`src/rtl/pipe_hazard_ctrl.sv`:
```
//------------------------------------------------------------------------------
// Module   : pipe_hazard_ctrl
// Purpose  : Y86-64 pipeline hazard control with memory wait, halt FSM,
//            memory watchdog and saturating stall/bubble counters.
// Revision : 1.0
//------------------------------------------------------------------------------
`default_nettype none

module pipe_hazard_ctrl #(
    parameter int ICODE_W     = 4,
    parameter int REG_W       = 4,
    parameter int STAT_W      = 2,
    parameter int CNT_W       = 16,
    parameter int MEM_TIMEOUT = 64
) (
    input  logic               clk,
    input  logic               rst_n,
    input  logic [ICODE_W-1:0] D_icode,
    input  logic [ICODE_W-1:0] E_icode,
    input  logic [ICODE_W-1:0] M_icode,
    input  logic [REG_W-1:0]   E_dstM,
    input  logic [REG_W-1:0]   d_srcA,
    input  logic [REG_W-1:0]   d_srcB,
    input  logic               e_cnd,
    input  logic [STAT_W-1:0]  m_stat,
    input  logic [STAT_W-1:0]  W_stat,
    input  logic               m_mem_req,
    input  logic               m_ready,
    output logic               F_stall,
    output logic               D_stall,
    output logic               E_stall,
    output logic               M_stall,
    output logic               W_stall,
    output logic               D_bubble,
    output logic               E_bubble,
    output logic               M_bubble,
    output logic               W_bubble,
    output logic               set_cc,
    output logic               halted,
    output logic               mem_timeout,
    output logic [CNT_W-1:0]   stall_cnt,
    output logic [CNT_W-1:0]   bubble_cnt
);

    localparam int WAIT_W = (MEM_TIMEOUT < 2) ? 1 : $clog2(MEM_TIMEOUT + 1);

    localparam logic [ICODE_W-1:0] C_IMRMOVQ = ICODE_W'(4'h5);
    localparam logic [ICODE_W-1:0] C_IOPQ    = ICODE_W'(4'h6);
    localparam logic [ICODE_W-1:0] C_IJXX    = ICODE_W'(4'h7);
    localparam logic [ICODE_W-1:0] C_IRET    = ICODE_W'(4'h9);
    localparam logic [ICODE_W-1:0] C_IPOPQ   = ICODE_W'(4'hB);
    localparam logic [REG_W-1:0]   C_RNONE   = '1;
    localparam logic [STAT_W-1:0]  C_AOK     = '0;
    localparam logic [WAIT_W-1:0]  C_TIMEOUT = WAIT_W'(MEM_TIMEOUT);

    typedef enum logic [1:0] {
        S_RUN      = 2'd0,
        S_MEM_WAIT = 2'd1,
        S_HALTED   = 2'd2
    } state_t;

    state_t             r_state;
    logic [WAIT_W-1:0]  r_wait_cnt;
    logic               r_halted;
    logic               r_mem_timeout;
    logic [CNT_W-1:0]   r_stall_cnt;
    logic [CNT_W-1:0]   r_bubble_cnt;

    logic w_ret, w_lu, w_mis, w_mw, w_w_exc, w_m_exc, w_is_halted;

    assign w_ret = (D_icode == C_IRET) || (E_icode == C_IRET) || (M_icode == C_IRET);
    assign w_lu  = ((E_icode == C_IMRMOVQ) || (E_icode == C_IPOPQ)) && (E_dstM != C_RNONE)
                   && ((E_dstM == d_srcA) || (E_dstM == d_srcB));
    assign w_mis = (E_icode == C_IJXX) && !e_cnd;
    assign w_mw  = m_mem_req && !m_ready;

    assign w_w_exc     = (W_stat != C_AOK);
    assign w_m_exc     = (m_stat != C_AOK);
    assign w_is_halted = (r_state == S_HALTED);

    always_comb begin
        F_stall  = 1'b0;
        D_stall  = 1'b0;
        E_stall  = 1'b0;
        M_stall  = 1'b0;
        W_stall  = 1'b0;
        D_bubble = 1'b0;
        E_bubble = 1'b0;
        M_bubble = 1'b0;
        W_bubble = 1'b0;
        set_cc   = 1'b0;
        if (rst_n) begin
            if (w_is_halted) begin
                F_stall = 1'b1;
                D_stall = 1'b1;
                E_stall = 1'b1;
                M_stall = 1'b1;
                W_stall = 1'b1;
            end else if (w_w_exc) begin
                W_stall  = 1'b1;
                M_bubble = 1'b1;
            end else if (!w_m_exc && w_mw) begin
                F_stall  = 1'b1;
                D_stall  = 1'b1;
                E_stall  = 1'b1;
                M_stall  = 1'b1;
                W_bubble = 1'b1;
            end else begin
                // A memory-stage exception squashes M but front-end hazards still apply
                M_bubble = w_m_exc;
                F_stall  = w_lu | w_ret;
                D_stall  = w_lu;
                D_bubble = w_mis | (w_ret & !w_lu);
                E_bubble = w_mis | w_lu;
            end
            set_cc = (E_icode == C_IOPQ) && !w_m_exc && !w_w_exc && !w_mw && !w_is_halted;
        end
    end

    always_ff @(posedge clk or negedge rst_n) begin
        if (!rst_n) begin
            r_state       <= S_RUN;
            r_wait_cnt    <= '0;
            r_halted      <= 1'b0;
            r_mem_timeout <= 1'b0;
        end else begin
            case (r_state)
                S_RUN: begin
                    if (w_w_exc) begin
                        r_state  <= S_HALTED;
                        r_halted <= 1'b1;
                    end else if (w_mw) begin
                        r_state    <= S_MEM_WAIT;
                        r_wait_cnt <= WAIT_W'(1);
                    end
                end
                S_MEM_WAIT: begin
                    if (w_w_exc) begin
                        r_state  <= S_HALTED;
                        r_halted <= 1'b1;
                    end else if (!w_mw) begin
                        r_state    <= S_RUN;
                        r_wait_cnt <= '0;
                    end else if ((MEM_TIMEOUT != 0) && (r_wait_cnt == C_TIMEOUT)) begin
                        r_state       <= S_HALTED;
                        r_halted      <= 1'b1;
                        r_mem_timeout <= 1'b1;
                    end else if (r_wait_cnt != '1) begin
                        r_wait_cnt <= r_wait_cnt + WAIT_W'(1);
                    end
                end
                default: begin
                    r_state  <= S_HALTED;
                    r_halted <= 1'b1;
                end
            endcase
        end
    end

    always_ff @(posedge clk or negedge rst_n) begin
        if (!rst_n) begin
            r_stall_cnt  <= '0;
            r_bubble_cnt <= '0;
        end else begin
            if (F_stall && !w_is_halted && (r_stall_cnt != '1))
                r_stall_cnt <= r_stall_cnt + CNT_W'(1);
            if ((D_bubble || E_bubble) && (r_bubble_cnt != '1))
                r_bubble_cnt <= r_bubble_cnt + CNT_W'(1);
        end
    end

    assign halted      = r_halted;
    assign mem_timeout = r_mem_timeout;
    assign stall_cnt   = r_stall_cnt;
    assign bubble_cnt  = r_bubble_cnt;

endmodule

`default_nettype wire
```
`config.mk`:
```
export PLATFORM = sky130hd
export DESIGN_NAME = pipe_hazard_ctrl
export DESIGN_NICKNAME = d
export VERILOG_FILES = /design/src/rtl/pipe_hazard_ctrl.sv
export SDC_FILE = /design/constraint.sdc
export NUM_CORES = 1
export LEC_CHECK = 0
export CAP_MARGIN = 30
export CORE_MARGIN = 4
export CORE_UTILIZATION = 42
export DETAILED_ROUTE_END_ITERATION = 10
export PLACE_DENSITY = 0.75
export SYNTH_ARGS = -nofsm -noshare
export SYNTH_HDL_FRONTEND = slang
export SYNTH_SLANG_ARGS = --single-unit
```
`constraint.sdc`:
```
create_clock -name clk -period 1.6 [get_ports clk]
set_input_delay 0.32 -clock clk [delete_from_list [all_inputs] [get_ports clk]]
set_output_delay 0.32 -clock clk [all_outputs]
set_load 0.005 [all_outputs]
```
==> metrics.md, run 1 <==
| Metric | Value |
|---|---|
| Outcome | finished with violations |
| Failing checks | negative setup slack |
| CTS tree | built |
| Hold Crit Class | primary input to asynchronous set/reset pin |
| Net Sw Power | 606.0 uW |
| #FFs+latches synth | 43 |
| Via density | 5.890 |
| DP HPWL | 5669 um |
| Most common library cells after synthesis | dfrtp_1, xnor2_1, nand2_1, nand3_1, nor2_1 |
| # setup viols final | 47 |
| IO Count | 77 |
| FF-to-FF path depth | 6 |
| Crit path DAT | 1590 ps |
| Avg Inst Size Synth | 9.743 um^2 |
| Worst-path fanout max | 3 |
| Inst Count DP | 477 |
| Kind of start point of the critical path | primary input |
| Via count | 3092 |
| Post-route insts no fill | 525 |
| Worst-Skew Late Latency | 320 ps |
| Async S/R FF share, synth | 100.0% |
| Max Clk Rate | 0.5230 GHz |
| Filler cell count | 278 |
| Layout area overhead | 96.65% |
| Total internal power | 1591 uW |
| Primary FF master, synth | dfrtp_1 |
| CP endpoint kind | primary output |
| Critical path origin | m_stat[0] |
| Max cap viols | 0 |
| Clock-pin slew on the worst setup and hold paths | 100 ps |
| Clk root buf | clkbuf_8 |
| Chip Width | 84.61 um |
| R2R Setup Slk | -280 ps |
| Post-synth EDFFs | 0 |
| Period minus WS final | 1912 ps |
| Slew @ Worst Pin | 542.6 ps |
| Pre-CTS setup slack | -1010 ps |
| Hold WS | 35.56 ps |
| Initial core utilization | 43.95% |
| Cells after Synth | 253 |
| Tcrit/Tclk final | 119.5% |
| Port Buffers | 76 |
| Net Sw Frac | 27.58% |
| Top-area cell type share of the netlist area | 43.65% |
| Synthesized area | 2465 um^2 |
| Multi-input gate area | 1922 um^2 |
| Row cnt | 27 |
| Most common cell in the netlist | dfrtp_1 |
| Antenna fix cells | 0 |
| Initial antenna violation count | 0 |
| Final clock skew | 12.92 ps |
| Leak | 0.002467 uW |
| Placeable Area | 5608 um^2 |
| Clock network fraction of total power | 33.8% |
| Ys Warns | 0 |
| Worst EP required | 1280 ps |
| Leading area contributor after synthesis | dfrtp_1 |
| Residual DRC | 0 |
| Slew headroom | 63.69% |
| R2r startpoint | bubble_cnt[9] |
| Final GP Congestion | 0.9114 |
| RR Endpoint | bubble_cnt[1] |
| H-tree depth | 2 |
| Detailed Route Iter0 Violations | 212 |
| Critical path endpoint | set_cc |
| Fin worst setup slack | -312.2 ps |
| FF+latch area | 1076 um^2 |
| Crit Path Class | primary input to primary output |
| DR WL/cell | 20.93 um |
| Sequential share of power | 50.0% |
| Clock Path Buffers | 2 |
| Comb pwr share | 16.2% |
| Fin. max-slew vios | 0 |
| Largest net degree at the start of global routing | 18 |
| Vias in the first global route | 3073 |
| Remaining Overflow, GRT | 0 |
| Routed Antenna Nets | 0 |
| RSZ-0062 raised after global routing | yes |
| Total CTS buffers | 5 |
| Power density over the cells | 453.2 nW/um^2 |
| Die ar. | 7158 um^2 |
| Synth area leaders | dfrtp_1, xnor2_1, nand4_1 |
| Layout cell share with drive strength beyond 1 | 55.19% |
| GRT Util Overall | 25.93% |
| Worst vdd ir | 0.0003617 V |
| Netlist cell types | 49 |
| Cts hold-fix bufs | 0 |
| Final core area utilization | 86.43% |
| CTS Sinks | 43 |
| Seq/Total Area, Yosys | 43.65% |
| DRT Wirelength | 10990 um |
| Pre-antenna DRT Iters | 5 |
| DIE HEIGHT | 84.61 um |
| Syn Nets | 290 |
| Nets | 489 |
| Final hold violations | 0 |
| Global-route wire length before repair | 15100 um |
[per-stage QoR]
stage / TNS (ps) / cell area (um^2) / power, uW
6_report: -8302 / 4847 / 2197
5_1_grt: -11410 / 4847 / 2268
4_1_cts: -3862 / 4394 / 2111
3_5_place_dp: -35360 / 3981 / 1394
3_3_place_gp: -33220 / 3981 / 1390
2_1_floorplan: -3920 / 2569 / 1202
[what timing repair did]
item	4_1_cts	5_1_grt
setup endpoints to repair	75	53
buffers inserted	30	14
resized for setup	232	65
pin swaps	60	42
gates cloned	0	0
[layout make-up]
| type | instances | share of cell area (%) |
|---|---|---|
| clock buffers | 6 | 1.497 |
| flip-flops and latches | 43 | 22.20 |
| well taps | 72 | 1.859 |
| repair buffers | 198 | 34.15 |
| inverters | 5 | 0.3872 |
| multi-input cells | 199 | 39.65 |
| clock inverters | 2 | 0.2581 |
[cell usage in the layout (no fill, tap or decap), types with 10 or more instances in the layout]
master	count
nand4_1	17
xnor2_1	18
dfrtp_1	43
nor2_1	10
nand3_1	10
nand2_1	15
buf_6	31
dlygate4sd2_1	31
xnor2_2	13
buf_4	96
buf_2	24
[per-layer routing]
| metal | vias to the layer above | track usage [%] | wire length (um) |
|---|---|---|---|
| met5 | - | 0 | 0 |
| met3 | 57 | 5.397 | 746 |
| met1 | 1535 | 32.17 | 4187 |
| met4 | 0 | 5.755 | 492 |
| met2 | 198 | 46.19 | 5561 |
| li1 | 1302 | - | - |
[logic make-up (layout without fill, tap and decap cells)]
family | Yosys count | in the layout | share of synthesized area (%)
AND/OR/NAND/NOR | 126 | 126 | 28.68
flip-flops | 43 | 43 | 43.65
XOR/XNOR | 42 | 42 | 14.92
AO/OA/AOI/OAI | 24 | 24 | 7.005
buffers and inverters | 11 | 211 | 2.234
adder cells (fa/ha/maj) | 4 | 4 | 2.031
multiplexers | 3 | 3 | 1.472
[flip-flops by register name, summed over array words and instances (netlist names)]
name,count
mem_timeout,1
stall_cnt,16
r_wait_cnt,7
r_state,2
halted,1
bubble_cnt,16
[power by group through the flow]
stage | clock network (uW) | registers (uW) | logic (uW)
6_report | 743 | 1100 | 356
3_3_place_gp | 0 | 1120 | 272
3_5_place_dp | 0 | 1120 | 276
5_1_grt | 794 | 1100 | 376
4_1_cts | 719 | 1100 | 297
2_1_floorplan | 0 | 1120 | 81.4
[critical path, stage by stage]
cell and delay, ps:
buf_6 90, or4_4 570, buf_4 170, nor4_2 260, buf_2 170
[worst min path at each step]
stage | endpoint | slack, ps
4_1_cts | r_state[0] | 30
3_3_place_gp | r_state[0] | 350
3_5_place_dp | r_state[0] | 360
5_1_grt | r_state[0] | 40
2_1_floorplan | bubble_cnt[0] | 20
6_report | r_state[0] | 40
Power figures use the tool's default switching activity.
==> run 2: changes to the inputs <==
--- a/config.mk
+++ b/config.mk
@@ -6,10 +6,11 @@
 export NUM_CORES = 1
 export LEC_CHECK = 0
 export CAP_MARGIN = 30
-export CORE_MARGIN = 4
+export CORE_MARGIN = 8
 export CORE_UTILIZATION = 42
 export DETAILED_ROUTE_END_ITERATION = 10
 export PLACE_DENSITY = 0.75
+export SLEW_MARGIN = 30
 export SYNTH_ARGS = -nofsm -noshare
 export SYNTH_HDL_FRONTEND = slang
 export SYNTH_SLANG_ARGS = --single-unit
==> metrics.md, run 2 (synthesis gave the netlist of run 1 again) <==
| Metric | Value |
|---|---|
| FF-to-FF path depth | 7 (was 6) |
| Detailed Route Iter0 Violations | 126 (was 212) |
| CTS Sinks | 43 (unchanged) |
| Fin worst setup slack | -306.8 ps (was -312.2 ps) |
| Worst EP required | 1280 ps (about the same) |
| Die ar. | 8576 um^2 (was 7158 um^2) |
| CP endpoint kind | primary output (unchanged) |
| Leak | 0.002441 uW (was 0.002467 uW) |
| Vias in the first global route | 2929 (was 3073) |
| Crit path DAT | 1590 ps (about the same) |
| Period minus WS final | 1907 ps (was 1912 ps) |
| DR WL/cell | 19.50 um (was 20.93 um) |
| RSZ-0062 raised after global routing | yes (unchanged) |
| Routed Antenna Nets | 0 (unchanged) |
| Slew headroom | 64.10% (was 63.69%) |
| Final clock skew | 12.29 ps (was 12.92 ps) |
| DP HPWL | 5943 um (was 5669 um) |
| Remaining Overflow, GRT | 0 (unchanged) |
| Power density over the cells | 457.7 nW/um^2 (was 453.2 nW/um^2) |
| Largest net degree at the start of global routing | 33 (was 18) |
| IO Count | 77 (unchanged) |
| Total CTS buffers | 5 (unchanged) |
| Slew @ Worst Pin | 536.5 ps (was 542.6 ps) |
| Max Clk Rate | 0.5244 GHz (was 0.5230 GHz) |
| Pre-antenna DRT Iters | 4 (was 5) |
| CTS tree | built (unchanged) |
| Global-route wire length before repair | 14350 um (was 15100 um) |
| Nets | 475 (was 489) |
| Net Sw Power | 593.6 uW (was 606.0 uW) |
| DIE HEIGHT | 92.61 um (was 84.61 um) |
| Placeable Area | 5781 um^2 (was 5608 um^2) |
| Tcrit/Tclk final | 119.2% (was 119.5%) |
| Fin. max-slew vios | 0 (unchanged) |
| Initial core utilization | 42.64% (was 43.95%) |
| Initial antenna violation count | 0 (unchanged) |
| Clock Path Buffers | 2 (unchanged) |
| Commonest cells after routing, fill and taps aside | buf_4, dfrtp_1, buf_6 (was buf_4, dfrtp_1, buf_6, dlygate4sd2_1, buf_2) |
| GRT Util Overall | 20.82% (was 25.93%) |
| R2R Setup Slk | -240 ps (was -280 ps) |
| Clk root buf | clkbuf_8 (unchanged) |
| Layout area overhead | 93.91% (was 96.65%) |
| Post-route insts no fill | 514 (was 525) |
| Max cap viols | 0 (unchanged) |
| Chip Width | 92.61 um (was 84.61 um) |
| Layout cell share with drive strength beyond 1 | 53.99% (was 55.19%) |
| Worst vdd ir | 0.0003527 V (was 0.0003617 V) |
| Row cnt | 28 (was 27) |
| Final GP Congestion | 1.009 (was 0.9114) |
| Comb pwr share | 16.4% (was 16.2%) |
| Net Sw Frac | 27.13% (was 27.58%) |
| DR top layer | met4 (unchanged) |
| Via density | 5.444 (was 5.890) |
| # setup viols final | 47 (unchanged) |
| Via count | 2798 (was 3092) |
| Outcome | finished with violations (unchanged) |
| Crit Path Class | primary input to primary output (unchanged) |
| Failing checks | negative setup slack (unchanged) |
| Port Buffers | 76 (unchanged) |
| Inst Count DP | 472 (was 477) |
| Final hold violations | 0 (unchanged) |
| Kind of start point of the critical path | primary input (unchanged) |
| Worst-path fanout max | 3 (unchanged) |
| H-tree depth | 2 (unchanged) |
| Total internal power | 1594 uW (was 1591 uW) |
| DRT Wirelength | 10020 um (was 10990 um) |
| Antenna fix cells | 0 (unchanged) |
| Residual DRC | 0 (unchanged) |
| RR Endpoint | bubble_cnt[1] (unchanged) |
| Commonest non-fill, non-tap cell in the layout | buf_4 (unchanged) |
| Met2 Wirelength | 5288 um (was 5561 um) |
| Wire length on met1 | 3975 um (was 4187 um) |
| Total chip power | 2188 uW (was 2197 uW) |
| Clock-pin slew on the worst setup and hold paths | 100 ps (about the same) |
| Clock network fraction of total power | 33.4% (was 33.8%) |
| Sequential share of power | 50.2% (was 50.0%) |
| Met3 wire length | 541 um (was 746 um) |
| Worst-Skew Late Latency | 310 ps (was 320 ps) |
| Hold Crit Class | primary input to asynchronous set/reset pin (unchanged) |
| R2r startpoint | bubble_cnt[0] (was bubble_cnt[9]) |
==> run 2: cell count changes in the layout (fill, tap and decap cells not counted), sizes merged <==
cell | before | now
buf | 156 | 142
clkdlybuf4s15 | 3 | 1
clkdlybuf4s50 | 5 | 6
clkinvlp | 1 | 2
dlygate4sd2 | 31 | 28
dlygate4sd3 | 0 | 2
dlymetal6s2s | 3 | 4
==> run 2: final cells by class <==
class | count | area (um^2)
multi-input combinational | 199 | 1907
timing repair buffer | 184 | 1594
sequential | 43 | 1077
fill | 341 | 1001
tap | 75 | 93.84
clock buffer | 5 | 68.82
clock inverter | 3 | 20.02
inverter | 5 | 18.77
==> run 2: critical path, cell delays in order <==
cell and delay [ps]:
buf_6 100, or4_4 570, buf_4 170, nor4_4 260
buf_2 170
==> run 2: worst max-delay path by stage <==
| stage | endpoint | startpoint |
|---|---|---|
| floorplan | stall_cnt[14] | stall_cnt[0] |
| global placement | set_cc | W_stat[0] |
| detailed placement | set_cc | W_stat[0] |
| CTS | D_stall | W_stat[1] |
| global route | set_cc | m_stat[0] |
| finish | set_cc | m_stat[0] |
==> run 2: metrics by stage <==
| step | cell area, um^2 | TNS, ps | setup WS [ps] | util, % | hold WS [ps] |
|---|---|---|---|---|---|
| 5_1_grt | 4780 | -9182 | -332.2 | 82.68 | 296.9 |
| 2_1_floorplan | 2569 | -3920 | -244.7 | - | 24.41 |
| 4_1_cts | 4345 | -3606 | -242.9 | 75.17 | 249.2 |
| 3_3_place_gp | 3925 | -32950 | -1033 | 67.90 | 310.9 |
| 3_5_place_dp | 3925 | -34780 | -1067 | 67.90 | 315.7 |
| 6_report | 4780 | -6508 | -306.8 | 82.68 | 277.6 |
==> run 2: power by group through the flow <==
stage | clock network [uW] | registers (uW) | logic, uW
3_3_place_gp | 0 | 1120 | 261
2_1_floorplan | 0 | 1120 | 81.4
6_report | 731 | 1100 | 358
4_1_cts | 720 | 1100 | 289
5_1_grt | 796 | 1100 | 378
3_5_place_dp | 0 | 1120 | 267
==> run 2: per-layer routing <==
layer	GRT usage, %	vias up
met3	5.097	27
met2	37.19	96
li1	-	1279
met1	24.06	1396
met5	0	-
met4	5.906	0
==> run 2: repair_timing <==
item                       in CTS  in global routing
setup endpoints to repair      73                 53
resized for setup             242                 65
pin swaps                      66                 43
hold buffers                    2                  0
setup buffers                  22                 10
hold endpoints to repair       11                  0
cloned                          0                  1
==> run 3: changes to the inputs <==
--- a/config.mk
+++ b/config.mk
@@ -5,12 +5,15 @@
 export SDC_FILE = /design/constraint.sdc
 export NUM_CORES = 1
 export LEC_CHECK = 0
+export ABC_AREA = 1
 export CAP_MARGIN = 30
 export CORE_MARGIN = 8
-export CORE_UTILIZATION = 42
+export CORE_UTILIZATION = 45
 export DETAILED_ROUTE_END_ITERATION = 10
-export PLACE_DENSITY = 0.75
+export PLACE_DENSITY = 0.76
+export SKIP_CTS_REPAIR_TIMING = 1
 export SLEW_MARGIN = 30
 export SYNTH_ARGS = -nofsm -noshare
 export SYNTH_HDL_FRONTEND = slang
 export SYNTH_SLANG_ARGS = --single-unit
+export TNS_END_PERCENT = 5
==> metrics.md, run 3 <==
| Metric | Value |
|---|---|
| Worst EP required | 1280 ps (about the same) |
| Netlist cell types | 38 (was 49) |
| Pre-antenna DRT Iters | 4 (unchanged) |
| Via density | 5.044 (was 5.444) |
| Failing checks | negative setup slack (unchanged) |
| Largest net degree at the start of global routing | 43 (was 33) |
| Max Clk Rate | 0.6005 GHz (was 0.5244 GHz) |
| Syn Nets | 454 (was 290) |
| Clock-pin slew on the worst setup and hold paths | 80 ps (was 100 ps) |
| RR Endpoint | stall_cnt[11] (was bubble_cnt[1]) |
| Slew headroom | 63.68% (was 64.10%) |
| Total CTS buffers | 5 (unchanged) |
| CP endpoint kind | primary output (unchanged) |
| DP Area | 4486 um^2 (was 3925 um^2) |
| Ys Warns | 0 (unchanged) |
| FF-to-FF path depth | 9 (was 7) |
| Nets | 618 (was 475) |
| Async S/R FF share, synth | 100.0% (unchanged) |
| Initial antenna violation count | 0 (unchanged) |
| DIE HEIGHT | 98.39 um (was 92.61 um) |
| Power density over the cells | 413.4 nW/um^2 (was 457.7 nW/um^2) |
| Avg Inst Size Synth | 7.324 um^2 (was 9.743 um^2) |
| Synth area leaders | dfrtp_1, nand2_1, inv_1 (was dfrtp_1, xnor2_1, nand4_1) |
| Fin. max-slew vios | 0 (unchanged) |
| Global-route wire length before repair | 14020 um (was 14350 um) |
| Crit path DAT | 1350 ps (was 1590 ps) |
| Total internal power | 1521 uW (was 1594 uW) |
| Die ar. | 9680 um^2 (was 8576 um^2) |
| Commonest non-fill, non-tap cell in the layout | nand2_1 (was buf_4) |
| Fin worst setup slack | -65.14 ps (was -306.8 ps) |
| Clock Path Buffers | 2 (unchanged) |
| Initial core utilization | 45.71% (was 42.64%) |
| Hold Crit Class | primary input to asynchronous set/reset pin (unchanged) |
| Period minus WS final | 1665 ps (was 1907 ps) |
| Outcome | finished with violations (unchanged) |
| Design Area, Final | 4951 um^2 (was 4780 um^2) |
| Filler cell count | 487 (was 341) |
| Port Buffers | 76 (unchanged) |
| Leading area contributor after synthesis | dfrtp_1 (unchanged) |
| DR WL/cell | 13.84 um (was 19.50 um) |
| Worst-path fanout max | 5 (was 3) |
| Remaining Overflow, GRT | 0 (unchanged) |
| Top-area cell type share of the netlist area | 35.23% (was 43.65%) |
| Row cnt | 30 (was 28) |
| RSZ-0062 raised after global routing | yes (unchanged) |
| Cells after Synth | 417 (was 253) |
| Final clock skew | 15.34 ps (was 12.29 ps) |
| Net Sw Power | 525.8 uW (was 593.6 uW) |
| H-tree depth | 2 (unchanged) |
| Final TNS setup | -1308 ps (was -6508 ps) |
| R2R Setup Slk | -60 ps (was -240 ps) |
| Clk root buf | clkbuf_8 (unchanged) |
| Sequential share of power | 53.0% (was 50.2%) |
| Tcrit/Tclk final | 104.1% (was 119.2%) |
| DP HPWL | 6615 um (was 5943 um) |
| Worst-Skew Late Latency | 300 ps (was 310 ps) |
| Final core area utilization | 74.10% (was 82.68%) |
| Seq/Total Area, Yosys | 35.23% (was 43.65%) |
| Multi-input gate area | 1866 um^2 (was 1907 um^2) |
| R2r startpoint | stall_cnt[1] (was bubble_cnt[0]) |
| Slew @ Worst Pin | 544.8 ps (was 536.5 ps) |
| Primary FF master, synth | dfrtp_1 (unchanged) |
| Layout area overhead | 62.11% (was 93.91%) |
| Antenna fix cells | 0 (unchanged) |
| Routed Antenna Nets | 0 (unchanged) |
| Comb pwr share | 12.1% (was 16.4%) |
| Worst vdd ir | 0.0003400 V (was 0.0003527 V) |
| Post-synth EDFFs | 0 (unchanged) |
| Hold WS | 278.7 ps (was 277.6 ps) |
| Via count | 3339 (was 2798) |
| CTS tree | built (unchanged) |
| # setup viols final | 38 (was 47) |
| Crit Path Class | flip-flop to primary output (was primary input to primary output) |
| FF+latch area | 1084 um^2 (was 1077 um^2) |
| Clock network fraction of total power | 34.9% (was 33.4%) |
| Layout cell share with drive strength beyond 1 | 33.33% (was 53.99%) |
| Detailed Route Iter0 Violations | 134 (was 126) |
| Synthesized area | 3054 um^2 (was 2465 um^2) |
| Final hold violations | 0 (unchanged) |
| Final GP Congestion | 0.9449 (was 1.009) |
| IO Count | 77 (unchanged) |
| Commonest cells after routing, fill and taps aside | nand2_1, buf_4, inv_1 (was buf_4, dfrtp_1, buf_6) |
| Kind of start point of the critical path | flip-flop (was primary input) |
| #FFs+latches synth | 43 (unchanged) |
| Leak | 0.002939 uW (was 0.002441 uW) |
| Most common library cells after synthesis | nand2_1, inv_1, nand3_1, dfrtp_1, nor2_1 (was dfrtp_1, xnor2_1, nand2_1, nand3_1, nor2_1) |
| Net Sw Frac | 25.69% (was 27.13%) |
| Residual DRC | 0 (unchanged) |
| Max cap viols | 0 (unchanged) |
| Placeable Area | 6681 um^2 (was 5781 um^2) |
| GRT Util Overall | 17.09% (was 20.82%) |
| Vias in the first global route | 3269 (was 2929) |
| Most common cell in the netlist | nand2_1 (was dfrtp_1) |
| CTS Sinks | 43 (unchanged) |
| DRT Wirelength | 9160 um (was 10020 um) |
| Chip Width | 98.39 um (was 92.61 um) |
run 3: cell families after synthesis:
| family | synth area share [%] |
|---|---|
| compound gates | 8.767 |
| buf+inv | 10.86 |
| flops | 35.23 |
| xor+xnor | 8.030 |
| fa+ha+maj | 1.639 |
| simple gates | 35.48 |
run 3: routing by layer:
layer / vias to the layer above / global-route usage, % / part of all wire [%]
met5: - / 0 / 0
met4: 0 / 5.549 / 1.3
met1: 1566 / 19.37 / 42
li1: 1658 / - / -
met2: 104 / 30.30 / 51
met3: 11 / 4.481 / 6.1
run 3: how the worst max path moves through the flow:
stage                  startpoint       endpoint  depth (start not counted)
CTS                    E_icode[2]       E_bubble                          8
finish              bubble_cnt[3]  bubble_cnt[3]                          2
global placement       E_icode[0]       E_bubble                          8
detailed placement      E_dstM[3]       E_bubble                         10
floorplan           bubble_cnt[0]  bubble_cnt[3]                          9
global route         stall_cnt[1]  stall_cnt[11]                          9
run 3: power by group through the flow:
stage	clock (uW)	sequential (uW)	combinational, uW
4_1_cts	737	1090	227
2_1_floorplan	0	1110	65.3
6_report	715	1090	247
5_1_grt	781	1090	271
3_3_place_gp	0	1110	221
3_5_place_dp	0	1110	226
run 3: area by class of cell:
class | instances | share of cell area [%]
Inverter | 69 | 5.231
Clock inverter | 3 | 0.4802
Multi-Input combinational cell | 299 | 37.68
Clock buffer | 5 | 1.390
Tap cell | 80 | 2.022
Timing Repair Buffer | 163 | 31.31
Sequential cell | 43 | 21.89
run 3: critical path, stage by stage (launching register included):
cell             delay [ps]
dfrtp_1                 410
buf_4                   150
clkdlybuf4s50_1         500
run 3: through the flow:
step                      setup slack (ps)  total power (uW)  std cells
final                               -65.14              2047        662
after global routing                -162.3              2138        662
after CTS                           -748.7              2049        651
after detailed placement            -739.1              1334        643
after global placement              -700.4              1328        643
after floorplan                     -61.70              1173        417
